## config.mk

```make
export PLATFORM = sky130hd
export DESIGN_NAME = mem_stage
export DESIGN_NICKNAME = d
export VERILOG_FILES = /design/src/rtl/mem_stage_pkg.sv /design/src/rtl/mem_load_align.sv /design/src/rtl/mem_stage.sv
export SDC_FILE = /design/constraint.sdc
export NUM_CORES = 1
export LEC_CHECK = 0
export CORE_MARGIN = 3
export CORE_UTILIZATION = 25
export CTS_BUF_LIST = sky130_fd_sc_hd__clkbuf_8
export DETAILED_ROUTE_END_ITERATION = 10
export DONT_BUFFER_PORTS = 1
export HOLD_SLACK_MARGIN = 0.1
export PLACE_DENSITY = 0.36
export SLEW_MARGIN = 10
export SYNTH_ARGS = -nofsm -noshare
export SYNTH_HDL_FRONTEND = slang
export SYNTH_HIERARCHICAL = 1
export SYNTH_SLANG_ARGS = --single-unit
```

## constraint.sdc

```tcl
create_clock -name clk -period 7.4 [get_ports clk]
set_clock_uncertainty 0.15 [all_clocks]
set_input_delay 1.85 -clock clk [delete_from_list [all_inputs] [get_ports clk]]
set_output_delay 1.85 -clock clk [all_outputs]
set_load 0.05 [all_outputs]
```

## src/rtl/mem_stage_pkg.sv

```systemverilog
// Shared definitions for the memory stage: width codes, load/store codes,
// FSM state encoding and byte-lane helpers used by mem_stage and its aligner.
package mem_stage_pkg;

    // Access width codes as carried on ex_mem_reg_mem_width_i (2'b11 acts as word)
    localparam logic [1:0] MEM_B = 2'b00;
    localparam logic [1:0] MEM_H = 2'b01;
    localparam logic [1:0] MEM_W = 2'b10;

    // Direction codes as carried on ex_mem_reg_mem_rw_i
    localparam logic MEM_STORE = 1'b1;
    localparam logic MEM_LOAD  = 1'b0;

    // Cache access sequencing
    typedef enum logic [1:0] {
        MEM_IDLE = 2'b00,
        MEM_BUSY = 2'b01,
        MEM_DONE = 2'b10
    } mem_state_e;

    // Byte strobes for a store of the given width at the given byte offset
    function automatic logic [3:0] calc_wstrb(input logic [1:0] width,
                                              input logic [1:0] offset);
        logic [3:0] strb;
        case (width)
            MEM_B:   strb = 4'b0001 << offset;
            MEM_H:   strb = 4'b0011 << {offset[1], 1'b0};
            default: strb = 4'b1111;
        endcase
        return strb;
    endfunction

    // Replicate right-aligned store data across every lane it could land in
    function automatic logic [31:0] steer_wdata(input logic [1:0]  width,
                                                input logic [31:0] data);
        logic [31:0] steered;
        case (width)
            MEM_B:   steered = {4{data[7:0]}};
            MEM_H:   steered = {2{data[15:0]}};
            default: steered = data;
        endcase
        return steered;
    endfunction

    // True when the access does not sit on its natural alignment
    function automatic logic is_misaligned(input logic [1:0] width,
                                           input logic [1:0] offset);
        logic mis;
        case (width)
            MEM_B:   mis = 1'b0;
            MEM_H:   mis = offset[0];
            default: mis = |offset;
        endcase
        return mis;
    endfunction

endpackage

```

## src/rtl/mem_load_align.sv

```systemverilog
// Load data extraction: picks the addressed byte/half out of a read word and
// sign- or zero-extends it to 32 bits. Word accesses pass the word unchanged.
module mem_load_align
    import mem_stage_pkg::*;
(
    input  logic [31:0] rdata,
    input  logic [1:0]  addr,
    input  logic [1:0]  width,
    input  logic        rdtype,
    output logic [31:0] data
);

    logic [7:0]  lane [4];
    logic [7:0]  byte_sel;
    logic [15:0] half_sel;

    // Split the read word into its four byte lanes
    genvar gi;
    generate
        for (gi = 0; gi < 4; gi++) begin : g_lane
            assign lane[gi] = rdata[8*gi +: 8];
        end
    endgenerate

    assign byte_sel = lane[addr];
    assign half_sel = addr[1] ? rdata[31:16] : rdata[15:0];

    // Extend the selected field according to width and signedness
    always_comb begin
        data = rdata;
        case (width)
            MEM_B:   data = rdtype ? {24'd0, byte_sel} : {{24{byte_sel[7]}}, byte_sel};
            MEM_H:   data = rdtype ? {16'd0, half_sel} : {{16{half_sel[15]}}, half_sel};
            default: data = rdata;
        endcase
    end

endmodule

```

## src/rtl/mem_stage.sv

```systemverilog
// Memory pipeline stage: issues loads/stores to the D-cache over a req/ack
// handshake, stalls the front of the pipe while the access is outstanding and
// presents writeback data to mem_wb_reg.
// Optional build macro MEM_MISALIGN_CHECK_EN: misaligned half/word accesses
// skip the cache, suppress writeback and pulse mem_misalign_o.
module mem_stage
    import mem_stage_pkg::*;
(
    input  logic        clk,
    input  logic        rst_n,
    input  logic [31:0] ex_mem_reg_op_c_i,
    input  logic [4:0]  ex_mem_reg_reg_waddr_i,
    input  logic        ex_mem_reg_reg_we_i,
    input  logic        ex_mem_reg_mtype_i,
    input  logic        ex_mem_reg_mem_rw_i,
    input  logic [1:0]  ex_mem_reg_mem_width_i,
    input  logic [31:0] ex_mem_reg_mem_wr_data_i,
    input  logic        ex_mem_reg_mem_rdtype_i,
    input  logic [31:0] ex_mem_reg_mem_addr_i,
    output logic        mem_dcache_req_o,
    output logic        mem_dcache_we_o,
    output logic [31:0] mem_dcache_addr_o,
    output logic [31:0] mem_dcache_wdata_o,
    output logic [3:0]  mem_dcache_wstrb_o,
    input  logic        dcache_mem_ack_i,
    input  logic [31:0] dcache_mem_rdata_i,
    output logic [31:0] mem_reg_wdata_o,
    output logic [4:0]  mem_reg_waddr_o,
    output logic        mem_reg_we_o,
`ifdef MEM_MISALIGN_CHECK_EN
    output logic        mem_misalign_o,
`endif
    output logic        mem_stall_o
);

    mem_state_e  state_reg;
    mem_state_e  state_next;
    logic [31:0] rdata_reg;
    logic [31:0] load_data;
    logic        req_int;
    logic        is_store;
    logic        misalign_hit;

    assign is_store = (ex_mem_reg_mem_rw_i == MEM_STORE);

`ifdef MEM_MISALIGN_CHECK_EN
    assign misalign_hit   = ex_mem_reg_mtype_i &
                            is_misaligned(ex_mem_reg_mem_width_i, ex_mem_reg_mem_addr_i[1:0]);
    assign mem_misalign_o = (state_reg == MEM_DONE) & misalign_hit;
`else
    assign misalign_hit   = 1'b0;
`endif

    // FSM state register; reset abandons any access in flight
    always_ff @(posedge clk or negedge rst_n) begin
        if (!rst_n) begin
            state_reg <= MEM_IDLE;
        end else begin
            state_reg <= state_next;
        end
    end

    // Capture the read word on the completing ack; acks outside BUSY are stray
    always_ff @(posedge clk or negedge rst_n) begin
        if (!rst_n) begin
            rdata_reg <= '0;
        end else if (state_reg == MEM_BUSY && dcache_mem_ack_i) begin
            rdata_reg <= dcache_mem_rdata_i;
        end
    end

    mem_load_align u_load_align (
        .rdata  (rdata_reg),
        .addr   (ex_mem_reg_mem_addr_i[1:0]),
        .width  (ex_mem_reg_mem_width_i),
        .rdtype (ex_mem_reg_mem_rdtype_i),
        .data   (load_data)
    );

    // Next-state, stall and writeback selection
    always_comb begin
        state_next      = state_reg;
        req_int         = 1'b0;
        mem_stall_o     = 1'b0;
        mem_reg_wdata_o = ex_mem_reg_op_c_i;
        mem_reg_we_o    = ex_mem_reg_reg_we_i;
        case (state_reg)
            MEM_IDLE: begin
                if (ex_mem_reg_mtype_i) begin
                    mem_stall_o  = 1'b1;
                    mem_reg_we_o = 1'b0;
                    if (misalign_hit) begin
                        state_next = MEM_DONE;
                    end else begin
                        req_int    = 1'b1;
                        state_next = MEM_BUSY;
                    end
                end
            end
            MEM_BUSY: begin
                req_int      = 1'b1;
                mem_stall_o  = 1'b1;
                mem_reg_we_o = 1'b0;
                if (dcache_mem_ack_i) begin
                    state_next = MEM_DONE;
                end
            end
            MEM_DONE: begin
                state_next = MEM_IDLE;
                if (misalign_hit) begin
                    mem_reg_we_o = 1'b0;
                end else if (!is_store) begin
                    mem_reg_wdata_o = load_data;
                end
            end
            default: begin
                state_next = MEM_IDLE;
            end
        endcase
    end

    // Cache request side; request qualifiers are forced low while in reset
    assign mem_dcache_req_o   = req_int & rst_n;
    assign mem_dcache_we_o    = mem_dcache_req_o & is_store;
    assign mem_dcache_wstrb_o = (mem_dcache_req_o & is_store)
                                ? calc_wstrb(ex_mem_reg_mem_width_i, ex_mem_reg_mem_addr_i[1:0])
                                : 4'b0000;
    assign mem_dcache_addr_o  = {ex_mem_reg_mem_addr_i[31:2], 2'b00};
    assign mem_dcache_wdata_o = steer_wdata(ex_mem_reg_mem_width_i, ex_mem_reg_mem_wr_data_i);
    assign mem_reg_waddr_o    = ex_mem_reg_reg_waddr_i;

endmodule

```

==> metrics.cfg <==
[outcome]
outcome=finished clean

[clocking]
cts_buffers=5
cts.repair.resized=0
clk_pin_slew_ns=0.07
clockBufferDepth=2
ctsHoldBuffers=0
clkSinkCount=34
cts_tree=done
htreeDepth=2
cts_root_buf=clkbuf_8
cts_setup_buffers=0
insertion_delay_ns=0.28

[placed_design]
place_inst=415
dp_hpwl_um=6670
port_buffers=0
gp_congestion=0.700

[synth]
synth_top_area_frac=0.278
yosysMostFrequentCell=mux2_2
synth_warnings=6
synth-edff-count=0
syn_inst=308
synth-seq-cells=34
yosysSeqAreaShare=0.269
ys_top_cells_by_count=mux2_2, buf_4, dfrtp_1
synth_async_sr_flop_share=1.00
ys_types=35
yosys.area.top_type=mux2_2
syn-cell-area_um2=3160
synth_flop_cell=dfrtp_1
synth.area.top_cells=mux2_2, dfrtp_1, buf_4
syn_avg_cell_area_um2=10.3

[timing]
hold_ws_ns=0.364
setup-tns-final_ns=0
fin_crit_sh=0.765
drv_slew=0
hold_viol=0
slew_headroom=0.235
fin_crit_ns=5.66
rsz0062_at_grt=no
worst_pin_slew_ns=1.14
setup_viol=0
fmax_mhz=177

[global_route]
antenna_found_initial=0
track_usage=0.120
grt.overflow.total=0
grt_max_degree=57
grt_pass1_vias=2178
grt_first_pass_wirelength_um=13200

[floorplan]
start_util=0.260
num_rows=40
core_um2=12200
dieArea_um2=14000
die_w_um=118
ios=251
die_y_um=118

[hold_path]
whs_endpoint=rdata_reg[4]
min_path_cells=1
hp-class=flip-flop to flip-flop
hp-start=rdata_reg[4]

[finish]
final_nets=396
final_cells=423
syn_to_final_growth_pct=-4.51
utilization=0.248
largest_reg_flops=32
diodes=0
drive_above_1_share=0.455

[worst_setup_path]
reg2reg_from=state_reg[1]
r2r_slack_ns=5.34
cp_max_fo=56
endpoint_kind=output pin
worst_ep_arrival_time_ns=3.66
worstSetupPathType=primary input to output pin
worstPathRequired_ns=5.40
worstRegToRegCells=2
worstReg2RegEnd=rdata_reg[6]
worstSetupStartpointType=primary input

[pwr]
powerDensity_nw_per_um2=348
p_leak_nw=1.18
ir_drop_v=0.000149

[route]
wl_um=8890
drc=0
route.antenna.remaining_nets=0
wl_per_cell_um=21.0
viasPerCell=5.00
vias=2117
dr.pass1.iters=4
first_iter_violations=57

[flow_run]
drv_cap=0

[metal layers]
layer / share of wire / GRT usage
met5: 0 / 0
met4: 0.012 / 0.0304
met1: 0.44 / 0.160
met2: 0.48 / 0.196
met3: 0.069 / 0.0301
[layout make-up]
class                      instances  area [um2]
fill                            1311        9140
tap                              168         210
timing repair buffer               2        15.0
multi-input combinational        206        1810
clock buffer                       8         110
inverter                           5        18.8
sequential                        34         851
[how the worst max path moves through the flow]
stage,startpoint,end,slack (ns),cells past startpoint
2_1_floorplan,ex_mem_reg_mem_width_i[1],mem_dcache_wdata_o[24],2.08,3
3_3_place_gp,ex_mem_reg_mem_width_i[1],mem_reg_wdata_o[1],1.85,4
3_5_place_dp,ex_mem_reg_mem_addr_i[1],mem_reg_wdata_o[2],1.81,4
4_1_cts,ex_mem_reg_mem_addr_i[1],mem_reg_wdata_o[2],1.79,4
5_1_grt,ex_mem_reg_mem_addr_i[1],mem_reg_wdata_o[2],1.68,4
6_report,ex_mem_reg_mem_width_i[1],mem_reg_wdata_o[2],1.74,4
[worst max-delay path: stages]
cell and delay [ns]:
nor2b_1 0.59, nand2_2 0.33, o221a_2 0.37, mux2_1 0.50
[power breakdown]
part           internal, mW  switching, mW  total (mW)
Clock                0.0940         0.0688       0.163
Sequential            0.279         0.0934       0.373
Combinational         0.213          0.302       0.515
[cells by family (layout without fill, tap and decap cells)]
logic type	Yosys count	in the layout	share of synthesized area
multiplexers	99	99	0.351
buffers and inverters	69	15	0.158
AO/OA/AOI/OAI	57	57	0.144
AND/OR/NAND/NOR	48	48	0.0768
flip-flops	34	34	0.269
other	1	2	0.00119
[metrics by stage]
stage               power (mW)  worst slack (ns)  area [um2]
finish                    1.05              1.74        3020
global route              1.12              1.68        3020
CTS                       1.07              1.79        3020
detailed placement       0.896              1.81        2910
global placement         0.895              1.85        2910
floorplan                0.875              2.08        3160
[cell usage in the layout (no fill, tap or decap), types with 2 or more instances in the layout]
master / count
mux2i_1: 17
o221a_2: 8
mux2_2: 78
clkbuf_8: 8
nand2b_1: 2
nor2_1: 3
nand2_1: 32
o21ai_1: 8
dfrtp_1: 34
a221o_1: 8
a22o_1: 8
mux2_1: 2
conb_1: 2
nor2b_1: 2
inv_1: 4
nor3b_4: 2
o21ai_0: 8
a21oi_1: 4
buf_4: 2
o21ai_2: 10
Note: power is estimated with default switching activity, not from simulation.
